### config.mk
export PLATFORM = sky130hd
export DESIGN_NAME = bo_datapath_flat
export DESIGN_NICKNAME = d
export VERILOG_FILES = /design/src/rtl/bo_datapath_if.sv /design/src/rtl/bo_datapath.sv /design/src/flat_wrapper.sv
export SDC_FILE = /design/constraint.sdc
export NUM_CORES = 1
export LEC_CHECK = 0
export CORE_ASPECT_RATIO = 1.75
export CORE_MARGIN = 2
export CORE_UTILIZATION = 55
export CTS_CLUSTER_SIZE = 14
export DETAILED_ROUTE_END_ITERATION = 10
export PLACE_DENSITY_LB_ADDON = 0.05
export SYNTH_ARGS = -nofsm -noshare
export SYNTH_HDL_FRONTEND = slang
export SYNTH_SLANG_ARGS = --single-unit
### constraint.sdc
create_clock -name clk -period 5.15 [get_ports clk]
set_clock_uncertainty 0.05 [all_clocks]
set_input_delay 1.03 -clock clk [delete_from_list [all_inputs] [get_ports clk]]
set_output_delay 1.03 -clock clk [all_outputs]
set_load 0.02 [all_outputs]
### src/rtl/bo_datapath_if.sv
// Control/data bundle between the polynomial controller, bo_datapath and the result consumer.
interface bo_datapath_if #(parameter int unsigned N = 8);
  logic [N-1:0] x_in;
  logic [0:1]   m0;
  logic [0:1]   m1;
  logic [0:1]   m2;
  logic         lx;
  logic         ls;
  logic         lh;
  logic         h;
  logic         done;
  logic         result_ack;
  logic [N-1:0] result;
  logic         result_valid;
  logic         ovf;

  modport master (
    output x_in, m0, m1, m2, lx, ls, lh, h, done, result_ack,
    input  result, result_valid, ovf
  );

  modport slave (
    input  x_in, m0, m1, m2, lx, ls, lh, h, done, result_ack,
    output result, result_valid, ovf
  );
endinterface

### src/rtl/bo_datapath.sv
// X/S/H datapath with add/multiply ALU, sticky overflow and a captured-result handshake.
// Optional macro BO_SAT_EN: write-bus code 00 saturates to all ones instead of wrapping.
module bo_datapath #(
  parameter int unsigned N = 8
) (
  input logic          clk,
  input logic          rst,
  bo_datapath_if.slave bus
);
  localparam int unsigned W2 = 2 * N;

  typedef enum logic {IDLE, CAPTURE} state_t;

  state_t       state, state_nxt;
  logic         capture_c;
  logic [N-1:0] x_q, s_q, h_q;
  logic [N-1:0] op_a, op_b, wbus;
  logic [W2-1:0] alu;
  logic [1:0]   a_code, b_code, w_code;
  logic         big, ovf_set, lx_q, lx_rise;
  logic [N-1:0] result_q;
  logic         valid_q, ovf_q;

  assign a_code  = {bus.m0[0], bus.m0[1]};
  assign b_code  = {bus.m1[0], bus.m1[1]};
  assign w_code  = {bus.m2[0], bus.m2[1]};
  assign lx_rise = bus.lx & ~lx_q;

  // Operand selection, ALU and write-bus mux; all from pre-edge register values
  always_comb begin
    op_a = '0;
    op_b = '0;
    wbus = '0;
    unique case (a_code)
      2'b00:   op_a = x_q;
      2'b01:   op_a = s_q;
      2'b10:   op_a = h_q;
      default: op_a = N'(1);
    endcase
    unique case (b_code)
      2'b00:   op_b = x_q;
      2'b01:   op_b = s_q;
      2'b10:   op_b = h_q;
      default: op_b = '0;
    endcase
    alu = bus.h ? (W2'(op_a) * W2'(op_b)) : (W2'(op_a) + W2'(op_b));
    big = |alu[W2-1:N];
    unique case (w_code)
`ifdef BO_SAT_EN
      2'b00:   wbus = big ? '1 : alu[N-1:0];
`else
      2'b00:   wbus = alu[N-1:0];
`endif
      2'b01:   wbus = x_q;
      2'b10:   wbus = '0;
      default: wbus = N'(1);
    endcase
    ovf_set = big & (w_code == 2'b00) & (bus.ls | bus.lh);
  end

  always_ff @(posedge clk or posedge rst) begin
    if (rst) begin
      x_q  <= '0;
      s_q  <= '0;
      h_q  <= '0;
      lx_q <= 1'b0;
    end else begin
      lx_q <= bus.lx;
      if (bus.lx) x_q <= bus.x_in;
      if (bus.ls) s_q <= wbus;
      if (bus.lh) h_q <= wbus;
    end
  end

  // Completion detector: one capture per done pulse, however long it is held
  always_ff @(posedge clk or posedge rst) begin
    if (rst) state <= IDLE;
    else     state <= state_nxt;
  end

  always_comb begin
    state_nxt = state;
    capture_c = 1'b0;
    unique case (state)
      IDLE: begin
        if (bus.done) begin
          state_nxt = CAPTURE;
          capture_c = 1'b1;
        end
      end
      CAPTURE: begin
        if (!bus.done) state_nxt = IDLE;
      end
      default: state_nxt = IDLE;
    endcase
  end

  // Result handshake and sticky overflow; a new job start clears both
  always_ff @(posedge clk or posedge rst) begin
    if (rst) begin
      result_q <= '0;
      valid_q  <= 1'b0;
      ovf_q    <= 1'b0;
    end else begin
      if (capture_c) begin
        result_q <= s_q;
        valid_q  <= 1'b1;
      end else if (lx_rise || bus.result_ack) begin
        valid_q  <= 1'b0;
      end
      if (lx_rise)      ovf_q <= 1'b0;
      else if (ovf_set) ovf_q <= 1'b1;
    end
  end

  assign bus.result       = result_q;
  assign bus.result_valid = valid_q;
  assign bus.ovf          = ovf_q;
endmodule

### src/flat_wrapper.sv
// flat-port wrapper written by rule: the top's interface ports become plain ports
module bo_datapath_flat 
#(
  parameter int unsigned N = 8
)
  (clk, rst, bus_x_in, bus_m0, bus_m1, bus_m2, bus_lx, bus_ls, bus_lh, bus_h, bus_done, bus_result_ack, bus_result, bus_result_valid, bus_ovf);
  bo_datapath_if #(.N(N)) bus_i ();
  input logic clk;
  input logic rst;
  input wire logic [$bits(bus_i.x_in)-1:0] bus_x_in;
  input wire logic [$bits(bus_i.m0)-1:0] bus_m0;
  input wire logic [$bits(bus_i.m1)-1:0] bus_m1;
  input wire logic [$bits(bus_i.m2)-1:0] bus_m2;
  input wire logic [$bits(bus_i.lx)-1:0] bus_lx;
  input wire logic [$bits(bus_i.ls)-1:0] bus_ls;
  input wire logic [$bits(bus_i.lh)-1:0] bus_lh;
  input wire logic [$bits(bus_i.h)-1:0] bus_h;
  input wire logic [$bits(bus_i.done)-1:0] bus_done;
  input wire logic [$bits(bus_i.result_ack)-1:0] bus_result_ack;
  output wire logic [$bits(bus_i.result)-1:0] bus_result;
  output wire logic [$bits(bus_i.result_valid)-1:0] bus_result_valid;
  output wire logic [$bits(bus_i.ovf)-1:0] bus_ovf;
  assign bus_i.x_in = bus_x_in;
  assign bus_i.m0 = bus_m0;
  assign bus_i.m1 = bus_m1;
  assign bus_i.m2 = bus_m2;
  assign bus_i.lx = bus_lx;
  assign bus_i.ls = bus_ls;
  assign bus_i.lh = bus_lh;
  assign bus_i.h = bus_h;
  assign bus_i.done = bus_done;
  assign bus_i.result_ack = bus_result_ack;
  assign bus_result = bus_i.result;
  assign bus_result_valid = bus_i.result_valid;
  assign bus_ovf = bus_i.ovf;
  bo_datapath #(.N(N)) u_core (.clk(clk), .rst(rst), .bus(bus_i));
endmodule
==> impl_metrics.csv <==
group,metric,value,unit
status,run_status,"complete, but fails checks",
status,violations,"setup timing",
worst_setup_path,cp.required,5.26,ns
final_layout,layout.cells.non_filler,709,
worst_setup_path,worstPathArrival,5.46,ns
sta,worst_pin_slew,0.877,ns
worst_setup_path,crit_start,"bus_m1[0]",
route,vias_per_cell,5.73,
power,pwr-share-comb,57.4,%
power,total_power,1550,uW
global_route,grt_max_degree,37,
final_layout,nets,722,
power,p_int,936,uW
final_layout,fillers,490,
worst_setup_path,path_cells,"buf_8 > buf_8 > mux2i_1 > o21a_2 > buf_6 > nor2_4 > fa_1 > inv_2 > fa_2 > fa_1 > fa_1 > inv_2 > ha_4 > or4_4 > o22ai_4 > o21ai_2 > a2111o_1 > o21ai_2 > a41oi_2",
global_route,grt_pass1_vias,4447,
floorplan,initial_core_util,56.7,%
clock_network,cts_tree,"built",
placed_design,place_ws,-1.06,ns
floorplan,num_rows,42,
clock_network,clk_path_buf_depth,2,
synth,synth_cell_types,53,
synth,seq_area_frac_synth,21.0,%
worst_setup_path,max_stage_delay,0.56,ns
synth,synth_seq_cells,36,
worst_setup_path,path_buf_inv,5,
final_layout,diodes,0,
power,cellPowerDensity,255,nW/um2
global_route,busiest_layer,"met2",
final_layout,final_core_util,80.4,%
power,clockPowerShare,19.2,%
global_route,track_usage,30.2,%
route,firstDrtPassIters,4,
power,irDropWorstVdd,0.270,mV
placed_design,gp_congestion,0.935,
sta,fin_ws,-0.195,ns
route,vias,4060,
synth,yosys-top-cells-area,"dfrtp_1, fa_1, ha_1, inv_1, mux2i_1",
synth,synth_top_cell_by_area,"dfrtp_1",
power,p_sw,617,uW
route,drc,0,
sta,hold_viol_final,0,
worst_setup_path,timing.rr.start,"u_core.x_q[6]",
clock_network,h-tree-depth,2,
floorplan,die_w,70.8,um
placed_design,portBuffers,31,
clock_network,hold_buffers,0,
worst_setup_path,critPathKind,"input port to flip-flop",
route,drt_iter0_markers,134,
global_route,grt_overflow,0,
sta,layout_min_cycle_time,5.35,ns
synth,synth_edf_count,0,
clock_network,insertion_delay,0.29,ns
min_path,min-delay-start,"u_core.bus.result[3]",
clock_network,cts-root-buf,"clkbuf_16",
global_route,grtUsageMet1,29.2,%
power,switching_share,39.7,%
global_route,grt_use_met3,4.33,%
worst_setup_path,path_common_cell,"fa_1",
route,wl,13100,um
placed_design,place_inst,670,
floorplan,core_area,7570,um2
power,p_leak,0.00291,uW
route,antenna_left,0,
sta,max_freq,0.187,GHz
route,wl_per_cell,18.5,um
synth,netlist_area,4290,um2
sta,fin_crit_sh,104,%
synth,synth_cells,485,
floorplan,dieArea,8550,um2
floorplan,io_pins,32,
global_route,use_met2,56.9,%
synth,synth.most_common_cell,"inv_1",
synth,ys_warn_count,0,
min_path,hold_path_class,"flip-flop to flip-flop",
clock_network,cts.sinks,36,
worst_setup_path,crit_path_start_kind,"input port",
clock_network,cts.clk_slew.worst_paths,0.06,ns
power,seq_power_share,23.4,%
worst_setup_path,cp_max_fo,6,
worst_setup_path,critPathTopFamily,"adder cells",
synth,async_flop_share,100,%
synth,syn-num-nets,587,
sta,rsz0062_at_grt,"true",
worst_setup_path,slowest_stage,"fa_1",
final_layout,drive_gt1_share,36.2,%
synth,syn_avg_cell_area,8.85,um2
global_route,grt_pass1_wl,20000,um
placed_design,hpwl,9650,um
synth,synth_commonest_cells,"inv_1, nand2_1, nor2_1",
job,maxCapViolCount,0,
sta,slew_headroom,41.4,%
floorplan,die_h,121,um
sta,drv_slew,0,
final_layout,area_growth,41.8,%
global_route,antenna_found_initial,0,
synth,synthFlopType,"dfrtp_1",
sta,setup_viol,1,
synth,yosysTopAreaCellShare,21.0,%
worst_setup_path,end_kind,"flip-flop",
clock_network,cts_buffers,5,
-- final cells by class --
type / instances / area (um2) / share of cell area (%)
clock buffers: 5 / 125 / 2.06
flip-flops and latches: 36 / 901 / 14.8
inverters: 87 / 327 / 5.37
multi-input cells: 349 / 3410 / 56.0
clock inverters: 3 / 18.8 / 0.308
repair buffers: 141 / 1200 / 19.7
well taps: 88 / 110 / 1.81
-- flip-flops by register name (all words and copies together) (netlist names) --
name and count:
u_core.bus.ovf 1, u_core.bus.result_valid 1, u_core.h_q 8, u_core.state 1
u_core.lx_q 1, u_core.x_q 8, u_core.bus.result 8, u_core.s_q 8
-- stage by stage --
stage	setup TNS (ns)	area, um2	hold slack [ns]
final	-0.195	6090	0.445
after detailed placement	-6.19	5380	0.427
after global placement	-5.58	5380	0.419
after CTS	-0.328	5820	0.445
after global routing	-0.765	6090	0.477
after floorplan	-0.306	4460	0.453
-- layout by cell type, fill, tap and decap left out, drive strengths merged, types with 4 or more instances in the layout --
master and count:
o21a 10, nand3b 4, ha 43, inv 87, nand2 49, o22ai 10, fa 37, mux2 19
nor2 47, xnor2 8, clkdlybuf4s50 27, buf 114, a21oi 22, nand2b 5, o211ai 5, and2 4
o21ai 24, mux2i 22, clkbuf 5, dfrtp 36
-- worst min-delay path, stage by stage (launching register included) --
cell	delay (ns)
dfrtp_1	0.34
nand2_1	0.05
o21ai_0	0.07
-- power by group through the flow --
stage	sequential (uW)	clock (uW)	combinational, uW
floorplan	368	0	466
global placement	359	0	738
detailed placement	361	0	762
CTS	360	299	823
global route	367	311	971
finish	364	298	892
-- layer usage --
| layer | part of all wire [%] | up-vias |
|---|---|---|
| li1 | - | 1879 |
| met1 | 34 | 1974 |
| met2 | 55 | 133 |
| met3 | 4.2 | 74 |
| met4 | 6.7 | 0 |
| met5 | 0 | - |
-- worst paths after layout --
check                           slack, ns                    to  depth (start not counted)
worst min-delay path                 0.45  u_core.bus.result[3]                          2
worst max-delay path                -0.20        u_core.bus.ovf                         19
min in group asynchronous            1.09         u_core.x_q[7]                          3
worst min register to register       0.45  u_core.bus.result[3]                          2
worst max register to register       0.35        u_core.bus.ovf                         21
max in group asynchronous            3.62  u_core.bus.result[0]                          3
-- cell families after synthesis --
family | Yosys count | synth area share [%]
flops | 36 | 21.0
xor+xnor | 10 | 2.04
simple gates | 122 | 12.7
compound gates | 96 | 15.4
fa+ha+maj | 80 | 29.8
buf+inv | 100 | 8.92
mux | 41 | 10.1
-- timing repair --
action,in CTS,in global routing
setup buffers,22,12
pin swaps,40,39
endpoints found under the setup margin,7,5
gates resized for setup,54,51
Power figures use the tool's default switching activity.
